[src/rtl/mdu_pkg.sv]
// Shared MDU definitions: request kinds, MDU op codes and controller state encoding.
// Also used by the MDU itself.
package mdu_pkg;

   typedef enum logic [3:0] {
      KindMult  = 4'd0,
      KindMultu = 4'd1,
      KindDiv   = 4'd2,
      KindDivu  = 4'd3,
      KindMtlo  = 4'd4,
      KindMthi  = 4'd5,
      KindMflo  = 4'd6,
      KindMfhi  = 4'd7
   } mdu_kind_e;

   typedef enum logic [2:0] {
      OpNone  = 3'd0,
      OpMult  = 3'd1,
      OpMultu = 3'd2,
      OpDiv   = 3'd3,
      OpDivu  = 3'd4,
      OpMtlo  = 3'd5,
      OpMthi  = 3'd6
   } mdu_op_e;

   typedef enum logic [1:0] {
      StIdle   = 2'd0,
      StLaunch = 2'd1,
      StResp   = 2'd2
   } mdu_state_e;

   // Op codes are the request kind shifted up by one so that zero means "no op".
   function automatic mdu_op_e kind_to_op(input logic [3:0] kind);
      return mdu_op_e'(kind[2:0] + 3'd1);
   endfunction

   function automatic logic is_mf(input logic [3:0] kind);
      return (kind == KindMflo) || (kind == KindMfhi);
   endfunction

   function automatic logic is_mult_div(input logic [3:0] kind);
      return kind <= KindDivu;
   endfunction

endpackage

[src/rtl/mdu_ctrl_sat_counter.sv]
// Saturating up-counter: holds at all-ones instead of wrapping.
module mdu_ctrl_sat_counter #(
   parameter int unsigned Width = 32
) (
   input  logic             clk,
   input  logic             reset,
   input  logic             inc_i,
   output logic [Width-1:0] count_o
);

   logic [Width-1:0] count_q, count_d;

   always_comb begin
      count_d = count_q;
      if (inc_i && (count_q != '1)) begin
         count_d = count_q + Width'(1);
      end
   end

   always_ff @(posedge clk) begin
      if (reset) begin
         count_q <= '0;
      end else begin
         count_q <= count_d;
      end
   end

   assign count_o = count_q;

endmodule

[src/rtl/mdu_ctrl.sv]
// Pipeline-side controller for the multiply/divide unit: accepts MDU instructions,
// issues one-cycle MDU commands and returns HI/LO reads through a valid/ready response.
module mdu_ctrl
   import mdu_pkg::*;
#(
   parameter int unsigned OP_W = 3
) (
   input  logic            clk,
   input  logic            reset,
   input  logic            req_valid_i,
   input  logic [3:0]      req_kind_i,
   input  logic [31:0]     req_a_i,
   input  logic [31:0]     req_b_i,
   output logic            req_ready_o,
   output logic            resp_valid_o,
   output logic [31:0]     resp_data_o,
   input  logic            resp_ready_i,
   output logic            stall_o,
   output logic [31:0]     stall_cnt_o,
   output logic            mdu_start_o,
   output logic [OP_W-1:0] mdu_op_o,
   output logic [31:0]     mdu_a_o,
   output logic [31:0]     mdu_b_o,
   output logic            mdu_rdsel_o,
   input  logic [31:0]     mdu_out_i,
   input  logic            mdu_busy_i
);

   mdu_state_e      state_q;
   logic [3:0]      kind_q;
   logic [31:0]     a_q, b_q;
   logic [OP_W-1:0] op_q;
   logic            start_q;
   logic            resp_valid_q;
   logic            accept;

   // Reserved kinds (bit 3 set) are never accepted, so they stall indefinitely.
   assign req_ready_o = (state_q == StIdle) && !mdu_busy_i && !req_kind_i[3];
   assign accept      = req_valid_i && req_ready_o;
   assign stall_o     = req_valid_i && !req_ready_o;

   always_ff @(posedge clk) begin
      if (reset) begin
         state_q      <= StIdle;
         kind_q       <= '0;
         a_q          <= '0;
         b_q          <= '0;
         op_q         <= '0;
         start_q      <= 1'b0;
         resp_valid_q <= 1'b0;
      end else begin
         case (state_q)
            StIdle: begin
               if (accept) begin
                  kind_q <= req_kind_i;
                  a_q    <= req_a_i;
                  b_q    <= req_b_i;
                  if (is_mf(req_kind_i)) begin
                     resp_valid_q <= 1'b1;
                     state_q      <= StResp;
                  end else begin
                     op_q    <= OP_W'(kind_to_op(req_kind_i));
                     start_q <= is_mult_div(req_kind_i);
                     state_q <= StLaunch;
                  end
               end
            end
            StLaunch: begin
               // The MDU acts on any nonzero op every cycle, so the command lasts one cycle.
               op_q    <= '0;
               start_q <= 1'b0;
               state_q <= StIdle;
            end
            StResp: begin
               if (resp_ready_i) begin
                  resp_valid_q <= 1'b0;
                  state_q      <= StIdle;
               end
            end
            default: begin
               op_q         <= '0;
               start_q      <= 1'b0;
               resp_valid_q <= 1'b0;
               state_q      <= StIdle;
            end
         endcase
      end
   end

   // Masked during reset so an aborted launch never reaches the MDU.
   assign mdu_op_o    = reset ? '0 : op_q;
   assign mdu_start_o = start_q && !reset;
   assign mdu_a_o     = a_q;
   assign mdu_b_o     = b_q;

   assign resp_valid_o = resp_valid_q;
   assign mdu_rdsel_o  = resp_valid_q && (kind_q == KindMfhi);
   assign resp_data_o  = resp_valid_q ? mdu_out_i : '0;

   mdu_ctrl_sat_counter #(
      .Width(32)
   ) u_stall_cnt (
      .clk    (clk),
      .reset  (reset),
      .inc_i  (stall_o),
      .count_o(stall_cnt_o)
   );

endmodule

[config.mk]
export PLATFORM = sky130hd
export DESIGN_NAME = mdu_ctrl
export DESIGN_NICKNAME = d
export VERILOG_FILES = /design/src/rtl/mdu_pkg.sv /design/src/rtl/mdu_ctrl_sat_counter.sv /design/src/rtl/mdu_ctrl.sv
export SDC_FILE = /design/constraint.sdc
export NUM_CORES = 1
export LEC_CHECK = 0
export CAP_MARGIN = 5
export CORE_ASPECT_RATIO = 0.8
export CORE_MARGIN = 3
export CORE_UTILIZATION = 42
export DETAILED_ROUTE_END_ITERATION = 16
export HOLD_SLACK_MARGIN = 0.1
export PLACE_DENSITY = 0.93
export SLEW_MARGIN = 20
export SYNTH_ARGS = -nofsm -noshare
export SYNTH_HDL_FRONTEND = slang
export SYNTH_SLANG_ARGS = --single-unit
[constraint.sdc]
create_clock -name clk -period 5.3 [get_ports clk]
set_input_delay 1.06 -clock clk [delete_from_list [all_inputs] [get_ports clk]]
set_output_delay 1.06 -clock clk [all_outputs]
set_load 0.01 [all_outputs]
# [Yosys cells after proc, flatten, opt, wreduce, memory -nomap -nowiden]
# Index checks and enable logic that the tools add are counted.
[word_totals] ff_bits=107 input_bits=105
[op_classes] addsub=2 magnitude_cmp=1 eq_ne=10 n_mux=16 n_bitwise=2 reduce_logical=17
[ops] op="adder 32 x 1 -> 32 bit (second input constant)" count=1
[ops] op="two-way mux 32 bit" count=1
[ops] op="!= test 32 bit (second input constant)" count=1
[ops] op="== test 4 x 3 -> 1 bit (second input constant)" count=3
[ops] op="two-way mux 3 bit" count=3
[ops] op="logical AND 1 bit" count=7
[ops] op="two-way mux 2 bit" count=3
[ops] op="!= test 2 bit (second input constant)" count=3
[ops] op="case mux 3 bit (2 select lines)" count=1
[ops] op="two-way mux 1 bit" count=5
[ops] op="<= comparator 4 x 2 -> 1 bit (second input constant)" count=1
[ops] op="logical NOT 1 bit" count=4
[ops] op="case mux 2 bit (2 select lines)" count=1
[ops] op="AND reduction 2 bit" count=2
[ops] op="AND reduction 4 bit" count=1
[ops] op="adder 3 x 1 -> 3 bit (second input constant)" count=1
[ops] op="case mux 1 bit (3 select lines)" count=1
[ops] op="AND reduction 3 bit" count=1
[ops] op="== test 2 x 1 -> 1 bit (second input constant)" count=1
[ops] op="== test 2 bit (second input constant)" count=1
[ops] op="logical NOT 2 bit" count=1
[ops] op="!= test 2 x 1 -> 1 bit (second input constant)" count=1
[ops] op="inverter 1 bit" count=2
[ops] op="case mux 1 bit (2 select lines)" count=1
[ops] op="logical OR 1 bit" count=1

# [Longest topological paths before layout]
# Gate-level depths: netlist of the first run.
[depth] depth_word=6 depth_mapped=8

# [Cells and area by module]
# Synthesis of the first run repeated with hierarchy kept, for this count alone.
[unflattened] hier_cells=572 hier_area_um2=4943.5
[modules_own_cells] module="mdu_ctrl" n_inst=1 cells_per_inst=373 area_each_um2=3269.4 seq_area_each_um2=1501.4
[modules_own_cells] module="mdu_ctrl_sat_counter" n_inst=1 cells_per_inst=199 area_each_um2=1674.1 seq_area_each_um2=640.6

# [Worst setup path after synthesis of the first run]
# Ideal clock, no wire load.
[synth_path] path_type="in2out" startpoint="input req_kind_i[3]" endpoint="output stall_o" arrival_time_ps=1999 t_required_ps=4240 setup_slack_ps=2241 path_stages=3 n_path_buf=0 path_cell_list="nor4_1 nand2b_1 inv_1"
[synth_via] elab_chain_len=4
[synth_rtl] item="from (decl)" line_no="mdu_ctrl.sv:11" source="input logic [3:0] req_kind_i,"
[synth_rtl] item="logical NOT 1 bit" line_no="mdu_ctrl.sv:38" source="assign req_ready_o = (state_q == StIdle) && !mdu_busy_i && !req_kind_i[3];"
[synth_rtl] item="logical AND 1 bit" line_no="mdu_ctrl.sv:38"
[synth_rtl] item="logical NOT 1 bit" line_no="mdu_ctrl.sv:40" source="assign stall_o = req_valid_i && !req_ready_o;"
[synth_rtl] item="logical AND 1 bit" line_no="mdu_ctrl.sv:40"
[synth_rtl] item="to (decl)" line_no="mdu_ctrl.sv:18" source="output logic stall_o,"
# Every way passes these cells.

# [Final worst setup path of the first run]
# Ends and elaborated chain as after synthesis.

==> key figures, run 1 <==
GRT
  • Grt total ovfl: 0
  • Vias in the first global route: 4,761
  • Total track usage: 0.251
  • Initial antenna violation count: 0
  • Pin count of the biggest net entering global routing: 80
  • Global-route wire length before repair: 23.9 mm

STA
  • Max Clk Rate: 255 MHz
  • Clock Skew: 0.00488 ns
  • RSZ-0062 raised after global routing: no
  • Worst Tran Pin Value: 0.902 ns
  • Final hold violations: 0
  • Final critical-path required period: 3.92 ns
  • Slew headroom: 0.398
  • Final setup fails: 0
  • Final period util: 0.739
  • Pins Over Slew Limit: 0
  • Setup TNS: 0 ns

Critical path
  • CP endpoint kind: output port
  • CP dominant cell by count: clkdlybuf4s50_1
  • Crit path buffers/inverters: 4
  • Cells along the critical path: clkdlybuf4s50_1 -> nor4_1 -> buf_4 -> nand2b_1 -> inv_1 -> clkdlybuf4s50_1
  • Worst EP required: 4.24 ns
  • Worst Path Arrival: 2.86 ns
  • Max incr delay on CP: 0.51 ns
  • CP delay by family, top: buffers and inverters
  • CP max FO: 6
  • Critical path's slowest cell: clkdlybuf4s50_1
  • Setup CP Type: in2out
  • CP startpoint kind: input port

Power and ir drop
  • Power Density: 250 nW/um2
  • Sw Ratio: 0.206
  • Sequential share of power: 0.460
  • Internal power: 1.44 mW
  • Leak: 2.51 nW
  • Max VDD drop: 0.202 mV
  • Sw power: 0.375 mW
  • Combinational power share: 0.109
  • Clk pwr share: 0.431

Logic synthesis
  • Top post-synthesis cells by count: nand2_1, dfxtp_1, a21oi_1, and2_1, clkbuf_1
  • Post-synthesis mux area share: 0.00930
  • Ys Warns: 0
  • Synth Area in XOR/XNOR: 0.0158
  • Asr flop ratio synth: 0
  • Main flop type after synthesis: dfxtp_1
  • Largest cells by area after synthesis: dfxtp_1, nand2_1, a21oi_1
  • Post-Syn Area: 4440 um2
  • Register bit total from synthesis: 107
  • Yosys top cell by area: dfxtp_1
  • Main combinational cell family by area after synthesis: simple AND/OR/NAND/NOR gates
  • Simple-gate portion of the synthesized area: 0.289
  • Synth unique cells: 41
  • Count leader, synth: nand2_1
  • Net Count, Synth: 670
  • Post-synth EDFFs: 0
  • Area fraction of the dominant cell type after synthesis: 0.482
  • Avg Inst Size Synth: 7.90 um2
  • Synth Instances: 562
  • Seq/Total Area, Yosys: 0.482
  • Complex-gate fraction of the synthesized area: 0.155
  • Adder-Cell Fraction of Synth Area: 0.00845

Clocking
  • # hold bufs at CTS: 0
  • CTS buffer count: 9
  • Root Buffer: clkbuf_16
  • Clock Path Buffers: 2
  • CTS tree: yes
  • # clock sinks: 107
  • Htree depth: 3
  • PostCTS Resize Cnt: 0
  • Clock-pin slew on the worst setup and hold paths: 0.06 ns
  • Setup bufs post-CTS: 0
  • Clk_lat worst skew: 0.33 ns

Finish
  • Syn-to-layout area delta: 63.8%
  • Layout cells sized above 1: 0.0406
  • Fin area: 7270 um2
  • Final Non-Filler Cells: 924
  • Total Nets Final: 891
  • Diodes inserted: 0

Placement
  • PortBufs: 240
  • Final GP Congestion: 0.868
  • Hpwl dp: 11.4 mm
  • Placed instance count: 908
  • Placed inst area: 6910 um2

Routing
  • Mean routed wirelength per cell: 16.6 um
  • Vias/cell: 5.22
  • DRC viols: 0
  • Starting DRT DRC Count: 226
  • Via count: 4,826
  • Final wirelength: 15.4 mm
  • Drt pass-1 iters: 5
  • Final ANT Viol Nets: 0

Job
  • Maxcap violations: 0

Die
  • # rows: 32
  • Die W: 121 um
  • I/O Pins: 241
  • Initial Util: 0.445
  • Area of the core: 9970 um2
  • Die ar.: 11,800 um2
  • Die Y: 98.0 um

Status
  • Status: completed

Worst hold path
  • Hold WC Path Type: reg2reg
worst paths after layout:
check,cells past startpoint,slack [ns],endpoint,from
worst min-delay path,2,0.45,mdu_b_o[31],mdu_b_o[31]
worst max-delay path,6,1.38,stall_o,req_kind_i[3]
worst min register to register,2,0.45,mdu_b_o[31],mdu_b_o[31]
worst max register to register,6,2.39,u_stall_cnt.count_o[22],u_stall_cnt.count_o[1]
flip-flops by register name (all words and copies together) (netlist names):
signal,cells
u_stall_cnt.count_o,32
op_q,3
resp_valid_o,1
mdu_a_o,32
kind_q,4
start_q,1
mdu_b_o,32
state_q,2
worst min-delay path: stages (launching register included):
cell and delay, ns:
dfxtp_1 0.31, nand2_1 0.05, a21oi_1 0.05
stage by stage:
step / util / worst slack, ns / hold slack (ns) / power, mW
floorplan: - / 2.24 / 0.427 / 0.916
global placement: 0.693 / 1.39 / 0.440 / 1.05
detailed placement: 0.693 / 1.39 / 0.446 / 1.05
CTS: 0.730 / 1.38 / 0.456 / 1.83
global route: 0.730 / 1.28 / 0.476 / 1.88
finish: 0.730 / 1.38 / 0.454 / 1.82
routing by layer:
metal,vias up,GRT usage,share of wire
met5,-,0,0
met4,0,0.125,0.049
met3,48,0.0753,0.083
met2,218,0.445,0.49
met1,2214,0.270,0.38
li1,2346,-,-
cells in the final DEF, fill, tap and decap left out, types with 5 or more instances in the layout:
cell / Yosys / routed
or4_1: 8 / 8
nor2_1: 20 / 20
dfxtp_1: 107 / 107
buf_4: 0 / 5
and2_1: 35 / 34
or3_1: 12 / 12
inv_1: 11 / 11
o31ai_1: 6 / 6
o21ai_0: 16 / 16
clkdlybuf4s50_1: 0 / 239
nand2_1: 147 / 146
nand3_1: 9 / 9
a21oi_1: 91 / 91
nor2b_1: 6 / 6
clkbuf_16: 0 / 9
nand4_1: 10 / 10
nor3_1: 5 / 5
cells by family after synthesis:
logic type                 count (synthesis)
and+or+nand+nor                          269
AOI/OAI and AO/OA                        126
DFF                                      107
buffers and inverters                     45
xor gates and xnor gates                   8
muxes                                      4
adders and majority gates                  3
power groups by stage:
stage               Combinational [mW]  Clock, mW  Sequential, mW
detailed placement               0.197          0           0.855
CTS                              0.199      0.800           0.836
floorplan                       0.0555          0           0.861
finish                           0.198      0.783           0.836
global placement                 0.193          0           0.853
global route                     0.213      0.829           0.838
layout make-up:
type | count | area (um2)
fill | 724 | 2700
clock inverter | 4 | 95.1
clock buffer | 12 | 267
inverter | 11 | 41.3
timing repair buffer | 244 | 2430
sequential | 107 | 2140
multi-input combinational | 410 | 2130
tap | 136 | 170
Power figures use the tool's default switching activity.
==> run 2, diff against run 1 <==
--- a/config.mk
+++ b/config.mk
@@ -8,10 +8,10 @@
 export CAP_MARGIN = 5
 export CORE_ASPECT_RATIO = 0.8
 export CORE_MARGIN = 3
-export CORE_UTILIZATION = 42
+export CORE_UTILIZATION = 35
 export DETAILED_ROUTE_END_ITERATION = 16
 export HOLD_SLACK_MARGIN = 0.1
-export PLACE_DENSITY = 0.93
+export PLACE_DENSITY = 0.83
 export SLEW_MARGIN = 20
 export SYNTH_ARGS = -nofsm -noshare
 export SYNTH_HDL_FRONTEND = slang
==> constraint.sdc (replaced) <==
create_clock -name clk -period 3.2 [get_ports clk]
set_input_delay 0.64 -clock clk [delete_from_list [all_inputs] [get_ports clk]]
set_output_delay 0.64 -clock clk [all_outputs]
set_load 0.01 [all_outputs]
==> key figures, run 2 (synthesis results as in run 1) <==
Routing
  • Drt pass-1 iters: 5
  • DRC viols: 0
  • Vias/cell: 4.85
  • Starting DRT DRC Count: 199
  • Via count: 4,675
  • Final wirelength: 13.9 mm
  • Mean routed wirelength per cell: 14.5 um
  • Final ANT Viol Nets: 0

GRT
  • Pin count of the biggest net entering global routing: 75
  • Grt total ovfl: 0
  • Initial antenna violation count: 0
  • Total track usage: 0.194
  • Vias in the first global route: 4,357
  • Met3 Use GR: 0.0675
  • Grt met1 use: 0.233
  • Global-route wire length before repair: 22.5 mm
  • Met2 usage: 0.340
  • Most used routing layer: met2

Critical path
  • CP max FO: 6
  • CP delay by family, top: buffers and inverters
  • Cells along the critical path: clkdlybuf4s50_1 -> nor4_1 -> nand2b_1 -> inv_1 -> clkdlybuf4s50_1
  • CP dominant cell by count: clkdlybuf4s50_1
  • Critical path's slowest cell: clkdlybuf4s50_1
  • Max incr delay on CP: 0.50 ns
  • Worst EP required: 2.56 ns
  • Setup CP Type: in2out
  • Crit path buffers/inverters: 3
  • CP startpoint kind: input port
  • CP endpoint kind: output port
  • Worst Path Arrival: 2.33 ns

Power and ir drop
  • Max VDD drop: 0.328 mV
  • Power Density: 387 nW/um2
  • Combinational power share: 0.116
  • Sw power: 0.643 mW
  • Leak: 2.49 nW
  • Internal power: 2.18 mW
  • Sequential share of power: 0.490
  • Clk pwr share: 0.394
  • Sw Ratio: 0.228

Finish
  • Final Non-Filler Cells: 963
  • Multi-input gate area: 2120 um2
  • Syn-to-layout area delta: 64.3%
  • Fillers: 1,088
  • Most frequent cells in the layout: clkdlybuf4s50_1, nand2_1, dfxtp_1
  • Commonest non-fill, non-tap cell in the layout: clkdlybuf4s50_1
  • Diodes inserted: 0
  • Total Nets Final: 895
  • FF/Latch Area: 2140 um2
  • Fin area: 7290 um2
  • Layout cells sized above 1: 0.0442

Die
  • Die Y: 107 um
  • # rows: 36
  • Initial Util: 0.361
  • Area of the core: 12,300 um2
  • Die W: 132 um
  • I/O Pins: 241
  • Die ar.: 14,100 um2

STA
  • Slew headroom: 0.495
  • Final hold violations: 0
  • Pins Over Slew Limit: 0
  • Max Clk Rate: 336 MHz
  • Clock Skew: 0.00592 ns
  • Final critical-path required period: 2.97 ns
  • Fin Hold WS: 0.452 ns
  • Setup TNS: 0 ns
  • Worst Tran Pin Value: 0.757 ns
  • RSZ-0062 raised after global routing: no
  • Final period util: 0.929
  • Final setup fails: 0

Status
  • Status: completed

Clocking
  • Htree depth: 3
  • Setup bufs post-CTS: 0
  • Clock Path Buffers: 2
  • Clk_lat worst skew: 0.33 ns
  • Clock-pin slew on the worst setup and hold paths: 0.07 ns
  • PostCTS Resize Cnt: 0
  • # hold bufs at CTS: 0
  • CTS tree: yes
  • CTS buffer count: 9
  • # clock sinks: 107
  • Root Buffer: clkbuf_16

Placement
  • PortBufs: 240
  • Placed inst area: 6990 um2
  • Final GP Congestion: 0.820
  • Hpwl dp: 10.3 mm
  • Placed instance count: 947

Worst hold path
  • Hold WC Path Type: reg2reg

Job
  • Maxcap violations: 0
## run 2: changes by cell type in the layout (fill, tap and decap cells not counted), sizes merged
cell,delta
inv,+2
bufinv,-2
clkinvlp,+1
clkbuf,-2
clkinv,+1
buf,+4
## run 2: worst register-to-register path, delay by kind of cell (launching register included)
family                     cells  cell delay, ns
and+or+nand+nor                3            0.96
AOI/OAI and AO/OA              1            0.63
DFF                            1            0.43
buffers and inverters          1            0.27
adders and majority gates      1            0.26
muxes                          1            0.18
## run 2: final timing paths
kind	depth (start not counted)	slack (ns)	to	from
hold reg to reg	2	0.45	mdu_a_o[28]	mdu_a_o[28]
setup / recovery	5	0.23	stall_o	req_kind_i[3]
hold / removal	2	0.45	mdu_a_o[28]	mdu_a_o[28]
setup reg to reg	7	0.33	u_stall_cnt.count_o[1]	u_stall_cnt.count_o[0]
## run 2: layout make-up
cell class | instances | area share
repair buffers | 248 | 0.339
multi-input cells | 410 | 0.291
inverters | 11 | 0.00566
clock inverters | 6 | 0.00995
flip-flops and latches | 107 | 0.294
clock buffers | 10 | 0.0314
well taps | 171 | 0.0293
## run 2: per-stage QoR
| stage | power (mW) | util | worst slack, ns |
|---|---|---|---|
| floorplan | 1.52 | - | 0.605 |
| global placement | 1.74 | 0.569 | 0.242 |
| detailed placement | 1.74 | 0.569 | 0.226 |
| CTS | 2.87 | 0.593 | 0.215 |
| global route | 2.94 | 0.593 | 0.0696 |
| finish | 2.82 | 0.593 | 0.226 |
## run 2: per-layer routing
layer,vias to the layer above,share of wire
met5,-,0
met4,0,0.0083
met3,10,0.083
met2,180,0.49
met1,2128,0.41
li1,2357,-
## run 2: power by group through the flow
stage	Combinational (mW)	Sequential [mW]	Clock, mW
3_5_place_dp	0.329	1.41	0
4_1_cts	0.331	1.38	1.15
5_1_grt	0.356	1.39	1.20
3_3_place_gp	0.326	1.41	0
2_1_floorplan	0.0920	1.43	0
6_report	0.328	1.38	1.11
==> run 3, diff against run 2 <==
--- a/config.mk
+++ b/config.mk
@@ -7,7 +7,6 @@
 export LEC_CHECK = 0
 export CAP_MARGIN = 5
 export CORE_ASPECT_RATIO = 0.8
-export CORE_MARGIN = 3
 export CORE_UTILIZATION = 35
 export DETAILED_ROUTE_END_ITERATION = 16
 export HOLD_SLACK_MARGIN = 0.1
==> key figures, run 3 (synthesis results as in run 1) <==
Routing
  • Vias/cell: 4.82
  • Drt pass-1 iters: 4
  • DRC viols: 0
  • Via count: 4,639
  • Final ANT Viol Nets: 0
  • Starting DRT DRC Count: 212
  • Mean routed wirelength per cell: 14.6 um
  • Final wirelength: 14.0 mm

Critical path
  • Reg2Reg Depth: 6
  • R2R Path End: u_stall_cnt.count_o[22]
  • Setup CP Type: in2out
  • Cells along the critical path: clkdlybuf4s50_1 -> nor4_1 -> nand2b_1 -> inv_1 -> clkdlybuf4s50_1
  • CP max FO: 6
  • Reg2Reg Launch Point: u_stall_cnt.count_o[0]
  • CP dominant cell by count: clkdlybuf4s50_1
  • Max incr delay on CP: 0.51 ns
  • Critical path's slowest cell: clkdlybuf4s50_1
  • CP endpoint kind: output port
  • Worst EP required: 2.56 ns
  • Worst R2R Setup Slack: 0.38 ns
  • Worst Path Arrival: 2.34 ns
  • CP startpoint kind: input port

Finish
  • Multi-input gate area: 2120 um2
  • Commonest non-fill, non-tap cell in the layout: clkdlybuf4s50_1
  • Diodes inserted: 0
  • Layout cells sized above 1: 0.0417
  • Syn-to-layout area delta: 64.1%
  • FF/Latch Area: 2140 um2
  • Most frequent cells in the layout: clkdlybuf4s50_1, nand2_1, dfxtp_1
  • Fillers: 1,152
  • Total Nets Final: 895
  • Final Non-Filler Cells: 962

Die
  • Die Y: 103 um
  • Initial Util: 0.362
  • # rows: 36
  • Area of the core: 12,300 um2
  • Die ar.: 13,100 um2
  • I/O Pins: 241
  • Die W: 128 um

GRT
  • Pin count of the biggest net entering global routing: 79
  • Met3 Use GR: 0.0649
  • Met2 usage: 0.359
  • Grt total ovfl: 0
  • Grt met1 use: 0.245
  • Initial antenna violation count: 0
  • Total track usage: 0.203
  • Global-route wire length before repair: 20.9 mm
  • Most used routing layer: met2
  • Vias in the first global route: 4,022

Worst hold path
  • WHS Path Cells: 2
  • Hold WC Path Type: reg2reg
  • Worst Hold Path EP: mdu_b_o[2]
  • Worst Hold Launch: mdu_b_o[2]

STA
  • Setup TNS: 0 ns
  • Max Clk Rate: 336 MHz
  • Pins Over Slew Limit: 0
  • Final period util: 0.930
  • Final setup fails: 0
  • Final critical-path required period: 2.98 ns
  • RSZ-0062 raised after global routing: no
  • Slew headroom: 0.460
  • Worst Tran Pin Value: 0.810 ns
  • Clock Skew: 0.00945 ns
  • Final hold violations: 0

Clocking
  • # hold bufs at CTS: 0
  • CTS buffer count: 9
  • Clk_lat worst skew: 0.33 ns
  • PostCTS Resize Cnt: 0
  • Htree depth: 3
  • # clock sinks: 107
  • Clock Path Buffers: 2
  • CTS tree: yes
  • Clock-pin slew on the worst setup and hold paths: 0.06 ns
  • Setup bufs post-CTS: 0
  • Root Buffer: clkbuf_16

Placement
  • Hpwl dp: 10.4 mm
  • Final GP Congestion: 0.798
  • PortBufs: 240
  • Placed instance count: 947

Power and ir drop
  • Power Density: 386 nW/um2
  • Leak: 2.49 nW
  • Max VDD drop: 0.252 mV

Status
  • Status: completed

Job
  • Maxcap violations: 0
==> run 3: through the flow <==
| stage | util | instance area, um2 | hold slack, ns | setup slack (ns) | power, mW |
|---|---|---|---|---|---|
| finish | 0.595 | 7290 | 0.452 | 0.223 | 2.82 |
| global route | 0.595 | 7290 | 0.469 | 0.0955 | 2.93 |
| detailed placement | 0.571 | 6990 | 0.446 | 0.232 | 1.74 |
| CTS | 0.595 | 7290 | 0.455 | 0.211 | 2.86 |
| global placement | 0.571 | 6990 | 0.441 | 0.251 | 1.74 |
| floorplan | - | 4440 | 0.427 | 0.605 | 1.52 |
==> run 3: final cells by class <==
| cell class | instances | area share |
|---|---|---|
| well taps | 171 | 0.0294 |
| clock buffers | 13 | 0.0357 |
| flip-flops and latches | 107 | 0.294 |
| clock inverters | 2 | 0.00481 |
| repair buffers | 248 | 0.339 |
| multi-input cells | 410 | 0.291 |
| inverters | 11 | 0.00567 |
==> run 3: worst max-delay path, delay by kind of cell <==
family        cells  cell delay [ns]
buf+inv           3             1.09
simple gates      2             0.60
==> run 3: worst max path at each step <==
| stage | start | to | slack [ns] | depth (start not counted) |
|---|---|---|---|---|
| floorplan | u_stall_cnt.count_o[0] | u_stall_cnt.count_o[28] | 0.61 | 8 |
| global placement | req_kind_i[3] | stall_o | 0.25 | 5 |
| detailed placement | req_kind_i[3] | stall_o | 0.23 | 5 |
| CTS | req_kind_i[3] | stall_o | 0.21 | 5 |
| global route | u_stall_cnt.count_o[0] | u_stall_cnt.count_o[0] | 0.1 | 7 |
| finish | req_kind_i[3] | stall_o | 0.22 | 5 |
==> run 3: where the power goes <==
group | switching, mW | internal [mW]
logic | 0.128 | 0.199
clock network | 0.461 | 0.645
registers | 0.0186 | 1.36
==> run 3: layer usage <==
layer  vias up  share of wire
li1       2353              -
met1      2126           0.41
met2       156           0.50
met3         4          0.078
met4         0         0.0052
met5         -              0
